## src/rtl/mc_pkg.sv

```systemverilog
// Shared encodings for the multi-cycle MIPS control unit: FSM states, opcode/funct
// constants and datapath select codes.
package mc_pkg;

  typedef enum logic [2:0] {
    S_FETCH = 3'd0,
    S_DCD   = 3'd1,
    S_EXE   = 3'd2,
    S_MEM   = 3'd3,
    S_WB    = 3'd4
  } state_e;

  localparam logic [5:0] OP_RTYPE = 6'b000000;
  localparam logic [5:0] OP_ORI   = 6'b001101;
  localparam logic [5:0] OP_LW    = 6'b100011;
  localparam logic [5:0] OP_SW    = 6'b101011;
  localparam logic [5:0] OP_BEQ   = 6'b000100;
  localparam logic [5:0] OP_LUI   = 6'b001111;
  localparam logic [5:0] OP_J     = 6'b000010;
  localparam logic [5:0] OP_JAL   = 6'b000011;
  localparam logic [5:0] OP_ADDI  = 6'b001000;
  localparam logic [5:0] OP_ADDIU = 6'b001001;

  localparam logic [5:0] FN_ADDU = 6'b100001;
  localparam logic [5:0] FN_SUBU = 6'b100011;
  localparam logic [5:0] FN_SLT  = 6'b101010;
  localparam logic [5:0] FN_JR   = 6'b001000;

  localparam logic [2:0] ALU_ADD = 3'b000;
  localparam logic [2:0] ALU_SUB = 3'b001;
  localparam logic [2:0] ALU_OR  = 3'b010;
  localparam logic [2:0] ALU_SLT = 3'b011;

  localparam logic [1:0] DST_RT = 2'b00;
  localparam logic [1:0] DST_RD = 2'b01;
  localparam logic [1:0] DST_RA = 2'b10;

  localparam logic [1:0] MTR_ALU = 2'b00;
  localparam logic [1:0] MTR_DM  = 2'b01;
  localparam logic [1:0] MTR_PC4 = 2'b10;

  localparam logic [1:0] EXT_ZERO = 2'b00;
  localparam logic [1:0] EXT_SIGN = 2'b01;
  localparam logic [1:0] EXT_LUI  = 2'b10;

  function automatic logic is_supported(input logic [5:0] op, input logic [5:0] fn);
    logic ok;
    ok = 1'b0;
    case (op)
      OP_RTYPE: ok = (fn == FN_ADDU) || (fn == FN_SUBU) || (fn == FN_SLT) || (fn == FN_JR);
      OP_ORI, OP_LW, OP_SW, OP_BEQ, OP_LUI,
      OP_J, OP_JAL, OP_ADDI, OP_ADDIU: ok = 1'b1;
      default: ok = 1'b0;
    endcase
    return ok;
  endfunction

endpackage

```

## src/rtl/mc_mem_wait.sv

```systemverilog
// Memory wait logic: either a fixed-latency counter or the external ready strobe,
// reduced to a single mem_done flag for the controller.
module mc_mem_wait
  import mc_pkg::*;
#(
  parameter int MEM_LAT = 1,
  parameter bit USE_RDY = 1'b0
) (
  input  logic clk,
  input  logic rst,
  input  logic active_i,
  input  logic mem_rdy_i,
  output logic mem_done_o
);

  localparam logic [3:0] LAST = 4'(MEM_LAT - 1);

  logic [3:0] cnt_q, cnt_d;

  assign mem_done_o = USE_RDY ? mem_rdy_i : (cnt_q == LAST);

  // Counter only runs while an access is in flight and restarts on every completion.
  always_comb begin
    cnt_d = 4'd0;
    if (active_i && !mem_done_o) cnt_d = cnt_q + 4'd1;
  end

  always_ff @(posedge clk) begin
    if (rst) cnt_q <= 4'd0;
    else     cnt_q <= cnt_d;
  end

endmodule

```

## src/rtl/mc_controller.sv

```systemverilog
// Multi-cycle MIPS control FSM (FETCH/DCD/EXE/MEM/WB).
// Optional performance counters are enabled with the MC_PERF_CNT_EN macro.
module mc_controller
  import mc_pkg::*;
#(
  parameter int MEM_LAT = 1,
  parameter bit USE_RDY = 1'b0
) (
  input  logic       clk,
  input  logic       rst,
  input  logic [5:0] opcode,
  input  logic [5:0] funct,
  input  logic       zero,
  input  logic       overflow,
  input  logic       mem_rdy,
  output logic       mem_req,
  output logic       PCWr,
  output logic       IRWr,
  output logic       RegWrite,
  output logic       MemWrite,
  output logic [1:0] RegDst,
  output logic       ALUSrc,
  output logic [1:0] MemtoReg,
  output logic [1:0] Extop,
  output logic [2:0] ALUctr,
  output logic       npc_sel,
  output logic       j_sel,
  output logic       jr_sel,
  output logic       jal_sel,
  output logic       addi_sel,
  output logic       ovf_err,
  output logic       ill_op,
  output logic [2:0] state
`ifdef MC_PERF_CNT_EN
  ,
  output logic [31:0] cyc_cnt,
  output logic [31:0] instr_cnt
`endif
);

  state_e state_q, state_d;
  logic   mem_done;
  logic   mem_active;

  assign mem_active = (state_q == S_FETCH) || (state_q == S_MEM);
  assign state      = rst ? 3'd0 : state_q;

  mc_mem_wait #(.MEM_LAT(MEM_LAT), .USE_RDY(USE_RDY)) u_wait (
    .clk       (clk),
    .rst       (rst),
    .active_i  (mem_active),
    .mem_rdy_i (mem_rdy),
    .mem_done_o(mem_done)
  );

  always_ff @(posedge clk) begin
    if (rst) state_q <= S_FETCH;
    else     state_q <= state_d;
  end

  // All outputs stay low during reset so an aborted instruction never writes.
  always_comb begin
    state_d  = state_q;
    mem_req  = 1'b0;
    PCWr     = 1'b0;
    IRWr     = 1'b0;
    RegWrite = 1'b0;
    MemWrite = 1'b0;
    RegDst   = DST_RT;
    ALUSrc   = 1'b0;
    MemtoReg = MTR_ALU;
    Extop    = EXT_ZERO;
    ALUctr   = ALU_ADD;
    npc_sel  = 1'b0;
    j_sel    = 1'b0;
    jr_sel   = 1'b0;
    jal_sel  = 1'b0;
    addi_sel = 1'b0;
    ovf_err  = 1'b0;
    ill_op   = 1'b0;
    if (!rst) begin
      case (state_q)
        S_FETCH: begin
          mem_req = 1'b1;
          if (mem_done) begin
            IRWr    = 1'b1;
            PCWr    = 1'b1;
            state_d = S_DCD;
          end
        end
        S_DCD: begin
          state_d = S_FETCH;
          if (opcode == OP_J) begin
            PCWr  = 1'b1;
            j_sel = 1'b1;
          end else if (opcode == OP_JAL) begin
            PCWr     = 1'b1;
            j_sel    = 1'b1;
            jal_sel  = 1'b1;
            RegWrite = 1'b1;
            RegDst   = DST_RA;
            MemtoReg = MTR_PC4;
          end else if (opcode == OP_RTYPE && funct == FN_JR) begin
            PCWr   = 1'b1;
            jr_sel = 1'b1;
          end else if (!is_supported(opcode, funct)) begin
            ill_op = 1'b1;
          end else begin
            state_d = S_EXE;
          end
        end
        S_EXE: begin
          state_d = S_WB;
          case (opcode)
            OP_RTYPE: begin
              if (funct == FN_SUBU)     ALUctr = ALU_SUB;
              else if (funct == FN_SLT) ALUctr = ALU_SLT;
              else                      ALUctr = ALU_ADD;
            end
            OP_ORI: begin
              ALUSrc = 1'b1;
              ALUctr = ALU_OR;
            end
            OP_ADDIU: begin
              ALUSrc = 1'b1;
              Extop  = EXT_SIGN;
            end
            OP_LUI: begin
              ALUSrc = 1'b1;
              Extop  = EXT_LUI;
            end
            OP_ADDI: begin
              ALUSrc   = 1'b1;
              Extop    = EXT_SIGN;
              addi_sel = 1'b1;
            end
            OP_LW, OP_SW: begin
              ALUSrc  = 1'b1;
              Extop   = EXT_SIGN;
              state_d = S_MEM;
            end
            OP_BEQ: begin
              ALUctr  = ALU_SUB;
              npc_sel = 1'b1;
              PCWr    = zero;
              state_d = S_FETCH;
            end
            default: state_d = S_FETCH;
          endcase
        end
        S_MEM: begin
          mem_req = 1'b1;
          if (mem_done) begin
            if (opcode == OP_SW) begin
              MemWrite = 1'b1;
              state_d  = S_FETCH;
            end else begin
              state_d  = S_WB;
            end
          end
        end
        S_WB: begin
          RegWrite = 1'b1;
          state_d  = S_FETCH;
          if (opcode == OP_RTYPE) RegDst   = DST_RD;
          if (opcode == OP_LW)    MemtoReg = MTR_DM;
          if (opcode == OP_ADDI && overflow) begin
            RegWrite = 1'b0;
            ovf_err  = 1'b1;
          end
        end
        default: state_d = S_FETCH;
      endcase
    end
  end

`ifdef MC_PERF_CNT_EN
  logic [31:0] cyc_q, instr_q;

  assign cyc_cnt   = cyc_q;
  assign instr_cnt = instr_q;

  // An instruction retires whenever the FSM re-enters FETCH, unless decode rejected it.
  always_ff @(posedge clk) begin
    if (rst) begin
      cyc_q   <= 32'd0;
      instr_q <= 32'd0;
    end else begin
      cyc_q <= cyc_q + 32'd1;
      if (state_d == S_FETCH && state_q != S_FETCH && !ill_op) instr_q <= instr_q + 32'd1;
    end
  end
`endif

endmodule

```

## config.mk

```make
export PLATFORM = sky130hd
export DESIGN_NAME = mc_controller
export DESIGN_NICKNAME = d
export VERILOG_FILES = /design/src/rtl/mc_pkg.sv /design/src/rtl/mc_mem_wait.sv /design/src/rtl/mc_controller.sv
export SDC_FILE = /design/constraint.sdc
export NUM_CORES = 1
export LEC_CHECK = 0
export BUFFER_PORTS_ARGS = -buffer_cell sky130_fd_sc_hd__clkbuf_2
export CORE_AREA = 3 3 55 57
export DETAILED_ROUTE_END_ITERATION = 12
export DIE_AREA = 0 0 58 60
export GPL_TIMING_DRIVEN = 0
export PLACE_DENSITY_LB_ADDON = 0.12
export SYNTH_ARGS = -nofsm -noshare
export SYNTH_HDL_FRONTEND = slang
export SYNTH_SLANG_ARGS = --single-unit
export TNS_END_PERCENT = 100
```

## constraint.sdc

```tcl
create_clock -name clk -period 1.6 [get_ports clk]
set_clock_uncertainty 0.2 [all_clocks]
set_input_delay 0.24 -clock clk [delete_from_list [all_inputs] [get_ports clk]]
set_output_delay 0.24 -clock clk [all_outputs]
set_load 0.02 [all_outputs]
```

* After elaboration in Yosys (flattened, before gate mapping)
Index checks and enable logic that the tools add are counted.
Word-level totals: logic and storage cells 121, output and inout bits 25, register bits 7, input port bits 17
Cells by class: bitwise gates (word level) 1, $add $sub $neg 1, equality and inequality tests 19, reductions and logical operators 19, mux-type cells 79
Operator list (count):
- 2-to-1 mux 1 bit | 52
- == test 6 x 4 -> 1 bit, second input constant | 5
- == test 6 bit, second input constant | 5
- 2-to-1 mux 2 bit | 14
- == test 6 x 2 -> 1 bit, second input constant | 2
- 2-to-1 mux 3 bit | 4
- one-hot mux 2 bit (2 select lines) | 3
- one-hot mux 3 bit (4 select lines) | 1
- OR reduction 9 bit | 1
- == test 3 x 2 -> 1 bit, second input constant | 2
- == test 6 x 3 -> 1 bit, second input constant | 1
- zero test 6 bit | 1
- one-hot mux 2 bit (3 select lines) | 1
- one-hot mux 3 bit (2 select lines) | 1
- OR reduction 2 bit | 3
- OR reduction 6 bit | 1
- OR reduction 5 bit | 1
- adder 4 x 1 -> 4 bit, second input constant | 1
- zero test 4 bit | 1
- logical OR 1 bit | 4
- inequality test 2 x 1 -> 1 bit, second input constant | 2
- one-hot mux 1 bit (2 select lines) | 2
- OR reduction 4 bit | 1
- == test 3 x 1 -> 1 bit, second input constant | 1
- other kinds (7) | 9

* Logic depth before layout (Yosys ltp)
Gate-level depths: netlist (run 1).
depth in word-level cells 16, mapped depth 6, mapped depth without buffers 6

* Modules after synthesis
From an unflattened synthesis (run 1), not the netlist that was laid out.
Unflattened totals: cells, all modules 116, area, all modules 855.8 µm²
By module, submodules not included:
- mc_controller | seq. area each 60.1 µm², area each 683.2 µm², instances 1, cells an instance 98
- mc_mem_wait | seq. area each 80.1 µm², area each 172.7 µm², instances 1, cells an instance 18

* Worst setup path after synthesis (run 1)
No wires, ideal clock.
kind register to output, from register state_q[2], to output port MemtoReg[0], required time 1.160 ns, setup slack -0.399 ns, stages on the path, launching flop included 4, path buffers 0, data arrival time 1.559 ns, path through dfxtp_1 -> nor2b_1 -> nand2_1 -> nor4_1
Between the ends: cells in the longest elaborated chain, start to end 3, elaborated cells on any way between the ends 4, those cells by class eq/ne: 2; mux: 2
RTL lines:
- start, declared | line mc_controller.sv:41 | state_e state_q, state_d;
- start signal, assigned | line mc_controller.sv:58 | else state_q <= state_d;
- == test 3 bit or == test 3 x 1 -> 1 bit (tied branches) | line mc_controller.sv:82 | case (state_q)
- one-hot mux 2 bit (2 select lines) * | line mc_controller.sv:82
- 2-to-1 mux 2 bit * | line mc_controller.sv:81 | if (!rst) begin
- end, declared | line mc_controller.sv:23 | output logic [1:0] MemtoReg,
Every way passes the cells marked *; elsewhere a longest branch is shown, timed or not.

* Worst setup path after layout (run 1)
from register state_q[0], to output port ALUSrc
Between the ends: cells in the longest elaborated chain, start to end 3
RTL lines:
- == test 3 x 2 -> 1 bit | line mc_controller.sv:82
- 2-to-1 mux 1 bit | line mc_controller.sv:82
- 2-to-1 mux 1 bit | line mc_controller.sv:81
- end, declared | line mc_controller.sv:22 | output logic ALUSrc,
Every way passes these cells.

==> results of run 1 <==
per-layer routing:
metal | routed length (um) | GRT usage [%] | vias up
li1 | - | - | 570
met1 | 1276 | 21.50 | 551
met2 | 1668 | 27.10 | 40
met3 | 182 | 4.752 | 0
met4 | 0 | 0.9934 | 0
met5 | 0 | 0 | -
synth_stat cells (all sizes together), types with 2 or more instances:
library cell	count	area, sq um
nand2b	4	25.02
nor2b	11	68.82
inv	3	11.26
and2	3	18.77
or3	3	18.77
nor2	16	60.06
a31oi	2	12.51
nand2	10	37.54
a211oi	2	20.02
a21oi	5	25.02
nor4	3	25.02
nand3	8	45.04
buf	7	52.54
and4	2	18.77
dfxtp	7	140.1
and3	5	32.53
nor3	6	46.30
xnor2	2	17.52
ha	2	25.02
nor3b	2	20.02
nand4	4	25.02
stage by stage:
step	TNS (ns)	cells	cell area, sq um	utilization, %
CTS	-6.399	199	1460	57.89
floorplan	-0.4596	121	1012	-
detailed placement	-4.478	189	1240	49.16
global route	-6.697	216	1827	72.42
finish	-5.296	216	1827	72.42
global placement	-4.407	189	1240	49.16
state kept, by name, indices dropped and copies added, names as in the netlist:
register,count
state_q,3
u_wait.cnt_q,4
worst min path at each step:
stage	endpoint	slack [ns]	depth (start not counted)
4_1_cts	state_q[1]	0.11	2
3_5_place_dp	u_wait.cnt_q[0]	0.27	1
5_1_grt	state_q[1]	0.16	2
2_1_floorplan	state_q[1]	0.11	1
6_report	state_q[1]	0.16	2
3_3_place_gp	u_wait.cnt_q[0]	0.25	1
where the power goes:
group | switching [mW] | total (mW) | internal [mW]
clock | 0.0720 | 0.164 | 0.0917
combinational | 0.141 | 0.280 | 0.139
sequential | 0.00385 | 0.178 | 0.174
final cells by class:
class                           count  share of cell area [%]
Buffer                              6                   3.493
Timing Repair Buffer               62                   31.85
Clock buffer                        3                   1.233
Sequential cell                     7                   8.425
Clock inverter                      1                  0.2740
Tap cell                           30                   2.055
Multi-Input combinational cell    104                   52.05
Inverter                            3                  0.6164
what timing repair did:
action	in CTS	in global routing
pin swaps	10	24
buffers inserted	7	18
resized for setup	44	77
setup endpoints to repair	22	23
kinds of logic (layout without fill, tap and decap cells):
| kind of cell | after synthesis | in the layout | synth area share, % |
|---|---|---|---|
| simple gates | 81 | 81 | 56.11 |
| other cells | 1 | 1 | 0.4257 |
| fa+ha+maj | 2 | 2 | 2.840 |
| compound gates | 18 | 18 | 15.48 |
| xor+xnor | 2 | 2 | 1.989 |
| flops | 7 | 7 | 15.91 |
| buf+inv | 10 | 75 | 7.243 |
==> impl_metrics.toml, run 1 <==
[run_status]
status = "complete, but fails checks"
violations = "negative setup slack"

[worst_setup_path]
crit_cells = 4
startpoint = "state_q[0]"
crit_type = "reg -> out"
worst-path-buf-inv = 1
cp-endpoint = "ALUSrc"
r2r_slack_ns = -0.07
worst_path_max_delay_cell = "or3_4"
critPathMaxStageDelay_ns = 0.43
path_max_fanout = 7
cp-end-kind = "output pin"
worstPathArrival_ns = 1.54
cp.required_ns = 1.16
start_kind = "register"
timing.rr.start = "state_q[0]"
timing.rr.end = "state_q[1]"
reg2reg_depth = 8
path_delay_family = "simple AND/OR/NAND/NOR gates"
crit_chain = "nand2b_4 -> or3_4 -> a211oi_4 -> clkbuf_8"

[synthesis]
synth_seq_cells = 7
avgSynthCellArea_sq_um = 7.280
syn_nets = 140
synth_cells = 121
ys.flop_type = "dfxtp_1"
yosysSeqAreaShare_pct = 15.91
syn-cell-area_sq_um = 880.8
synth_edf_count = 0
ys_warn_count = 0
async_flop_share_pct = 0
synth_cell_types = 45

[layout]
most-common-layout-cells = "buf_6, buf_4, clkbuf_2"
drive_gt1_share_pct = 65.05
final_common_cell = "buf_6"
syn2layout_area_growth_pct = 107.4
seq_area_sq_um = 153.9
nets = 206
antennaDiodeCount = 0
n_fill_cell = 180
multi_input_area_sq_um = 950.9

[route]
wl_per_cell_um = 14.48
dr.pass1.iters = 4
remaining_drc_errors = 0
drt_wl_total_um = 3127
vias_per_cell = 5.375
via_count = 1161
postRouteAntennaNets = 0
drtIter0Drc = 32

[timing]
fin_ws_ns = -0.3817
rsz0062_at_grt = "true"
timing.final.crit_share_pct = 123.9
min_period_ns = 1.982
fmax_mhz = 504.6
hold_slack_ns = 0.1599
drv_slew = 0
setup_violations = 22
hold_viol = 0

[hold_path]
hold_path_class = "in -> reg"
hp-start = "rst"

[placed_design]
port_buffers = 38
gp_congestion = 0.7910
place_hpwl_um = 2022
dp_slack_ns = -0.4607

[job]
cap_violations = 0

[cts]
insertion_delay_ns = 0.26
htreeDepth = 1
ctsHoldBuffers = 0
path_clk_slew_ns = 0.05
cts_tree = "yes"
tritoncts.num_buffers = 3
cts.sinks = 7
cts-root-buf = "clkbuf_4"
cts_max_path_buffers = 2

[pwr]
powerDensity_nw_per_um2 = 340.3
ir_drop_uv = 495.5
total_power_mw = 0.6217
leakage_nw = 0.7797

[global_route]
antenna_found_initial = 0
grt_pass1_vias = 984
grt_usage_pct = 16.17
grt_pass1_wl_um = 4443
grt_max_degree = 11
overflow = 0

[die]
coreArea_sq_um = 2522
die-area_sq_um = 3480
io_pins = 42
die_width_um = 58
die_h_um = 60
start_util_pct = 34.92
rows = 18
Power figures use the tool's default switching activity.
==> run 2: changes to the inputs <==
--- a/config.mk
+++ b/config.mk
@@ -6,11 +6,14 @@
 export NUM_CORES = 1
 export LEC_CHECK = 0
 export BUFFER_PORTS_ARGS = -buffer_cell sky130_fd_sc_hd__clkbuf_2
-export CORE_AREA = 3 3 55 57
+export CELL_PAD_IN_SITES_DETAIL_PLACEMENT = 1
+export CELL_PAD_IN_SITES_GLOBAL_PLACEMENT = 2
+export CORE_AREA = 3 3 66 68
 export DETAILED_ROUTE_END_ITERATION = 12
-export DIE_AREA = 0 0 58 60
+export DIE_AREA = 0 0 69 71
 export GPL_TIMING_DRIVEN = 0
 export PLACE_DENSITY_LB_ADDON = 0.12
+export SLEW_MARGIN = 10
 export SYNTH_ARGS = -nofsm -noshare
 export SYNTH_HDL_FRONTEND = slang
 export SYNTH_SLANG_ARGS = --single-unit
==> run 2 against run 1 <==
  * The run still ends with negative setup slack left
  * Sequential share of layout area is 0.38 points lower
  * Via count rose by 2.6%
  * Combinational power increased by 3%
  * Register-to-register slack improved by 0.06 ns
  * Cell area up 3.0%
  * Power rose by 16%
  * Sequential power barely moved
  * Count of clock-buffer cells in the layout is 1 higher
  * Die area rose by 41%
  * Critical endpoint is now RegWrite
  * Largest power group unchanged
==> impl_metrics.toml, run 2 (synthesized netlist as in run 1, its figures left out) <==
[worst_setup_path]
worst-path-buf-inv = 2
cp-end-kind = "output pin"
worstPathArrival_ns = 1.54
worst_path_max_delay_cell = "dfxtp_4"
reg2reg_depth = 7
critPathMaxStageDelay_ns = 0.34
startpoint = "state_q[0]"
path_max_fanout = 4
timing.rr.start = "u_wait.cnt_q[0]"
crit_type = "reg -> out"
crit_chain = "buf_6 -> nand2b_4 -> nor3_4 -> and4_4 -> a21o_1 -> clkbuf_8"
start_kind = "register"
r2r_slack_ns = -0.01
path_delay_family = "simple AND/OR/NAND/NOR gates"
cp.required_ns = 1.16
crit_cells = 6
timing.rr.end = "state_q[1]"

[global_route]
grt_pass1_wl_um = 6216
grt_max_degree = 11
overflow = 0
grt_pass1_vias = 1289
grt_usage_pct = 15.52
antenna_found_initial = 0

[pwr]
leakage_nw = 0.7996
total_power_mw = 0.7241
powerDensity_nw_per_um2 = 384.8
ir_drop_uv = 196.3

[hold_path]
min_path_cells = 2
whs_endpoint = "state_q[1]"
hp-start = "rst"
hold_path_class = "in -> reg"

[run_status]
violations = "negative setup slack"
status = "complete, but fails checks"

[layout]
syn2layout_area_growth_pct = 113.6
final_common_cell = "buf_4"
instances_no_fill = 239
largest_reg_flops = 4
largest-register = "u_wait.cnt_q"
most-common-layout-cells = "buf_4, clkbuf_2, buf_6"
nets = 209
antennaDiodeCount = 0
drive_gt1_share_pct = 66.14
final_cell_area_sq_um = 1882
n_fill_cell = 461
top_regs = "u_wait.cnt_q (4), state_q (3)"

[timing]
fmax_mhz = 504.2
rsz0062_at_grt = "true"
fin_ws_ns = -0.3834
tns_ns = -5.999
timing.final.crit_share_pct = 124.0
hold_slack_ns = 0.1495
drv_slew = 0
min_period_ns = 1.983
setup_violations = 23
hold_viol = 0

[route]
via_count = 1191
wl_per_cell_um = 16.27
drt_wl_total_um = 3889
postRouteAntennaNets = 0
dr.pass1.iters = 4
vias_per_cell = 4.983
drtIter0Drc = 70
remaining_drc_errors = 0

[die]
die-area_sq_um = 4899
die_width_um = 69
die_h_um = 71
coreArea_sq_um = 3914
start_util_pct = 22.51
rows = 23
io_pins = 42

[cts]
tritoncts.num_buffers = 3
cts.sinks = 7
cts-root-buf = "clkbuf_8"
htreeDepth = 1
path_clk_slew_ns = 0.04
cts_tree = "yes"
insertion_delay_ns = 0.23
cts_max_path_buffers = 2

[placed_design]
dp.cells = 209
gp_congestion = 0.7578
place_area_sq_um = 1265
port_buffers = 38
place_hpwl_um = 2616

[job]
cap_violations = 0
## run 2: how the worst max path moves through the flow
stage / endpoint
after CTS: ALUSrc
after global placement: PCWr
after floorplan: Extop[0]
final: RegWrite
after detailed placement: PCWr
after global routing: RegWrite
## run 2: power by group
part           internal [mW]  leakage (nW)  switching [mW]
Clock                  0.173        0.0228          0.0847
Combinational          0.140         0.717           0.146
Sequential             0.176        0.0596         0.00307
Total                  0.490         0.800           0.234
## run 2: stage by stage
stage               utilization [%]  setup slack [ns]
floorplan                         -           -0.1229
global placement              32.32           -0.4714
detailed placement            32.32           -0.4966
CTS                           43.54           -0.4242
global route                  48.08           -0.4289
finish                        48.08           -0.3834
## run 2: final cells by class
class | count | area [sq um] | share of cell area (%)
multi-input cells | 104 | 948.4 | 50.40
inverters | 3 | 11.26 | 0.5984
repair buffers | 65 | 599.3 | 31.85
well taps | 50 | 62.56 | 3.324
clock buffers | 4 | 45.04 | 2.394
plain buffers | 6 | 63.81 | 3.391
flip-flops and latches | 7 | 151.4 | 8.045
## run 2: layer usage
layer | vias up | wire length [um] | track usage, %
met5 | - | 0 | 0
met4 | 0 | 33 | 4.338
met3 | 4 | 131 | 2.415
met2 | 29 | 2120 | 28.39
met1 | 586 | 1604 | 18.76
li1 | 572 | - | -
## run 2: repair_timing
action,4_1_cts,5_1_grt
gates resized for setup,66,44
hold buffers,0,0
endpoints found under the setup margin,22,24
buffers inserted,19,10
pin swaps,20,14
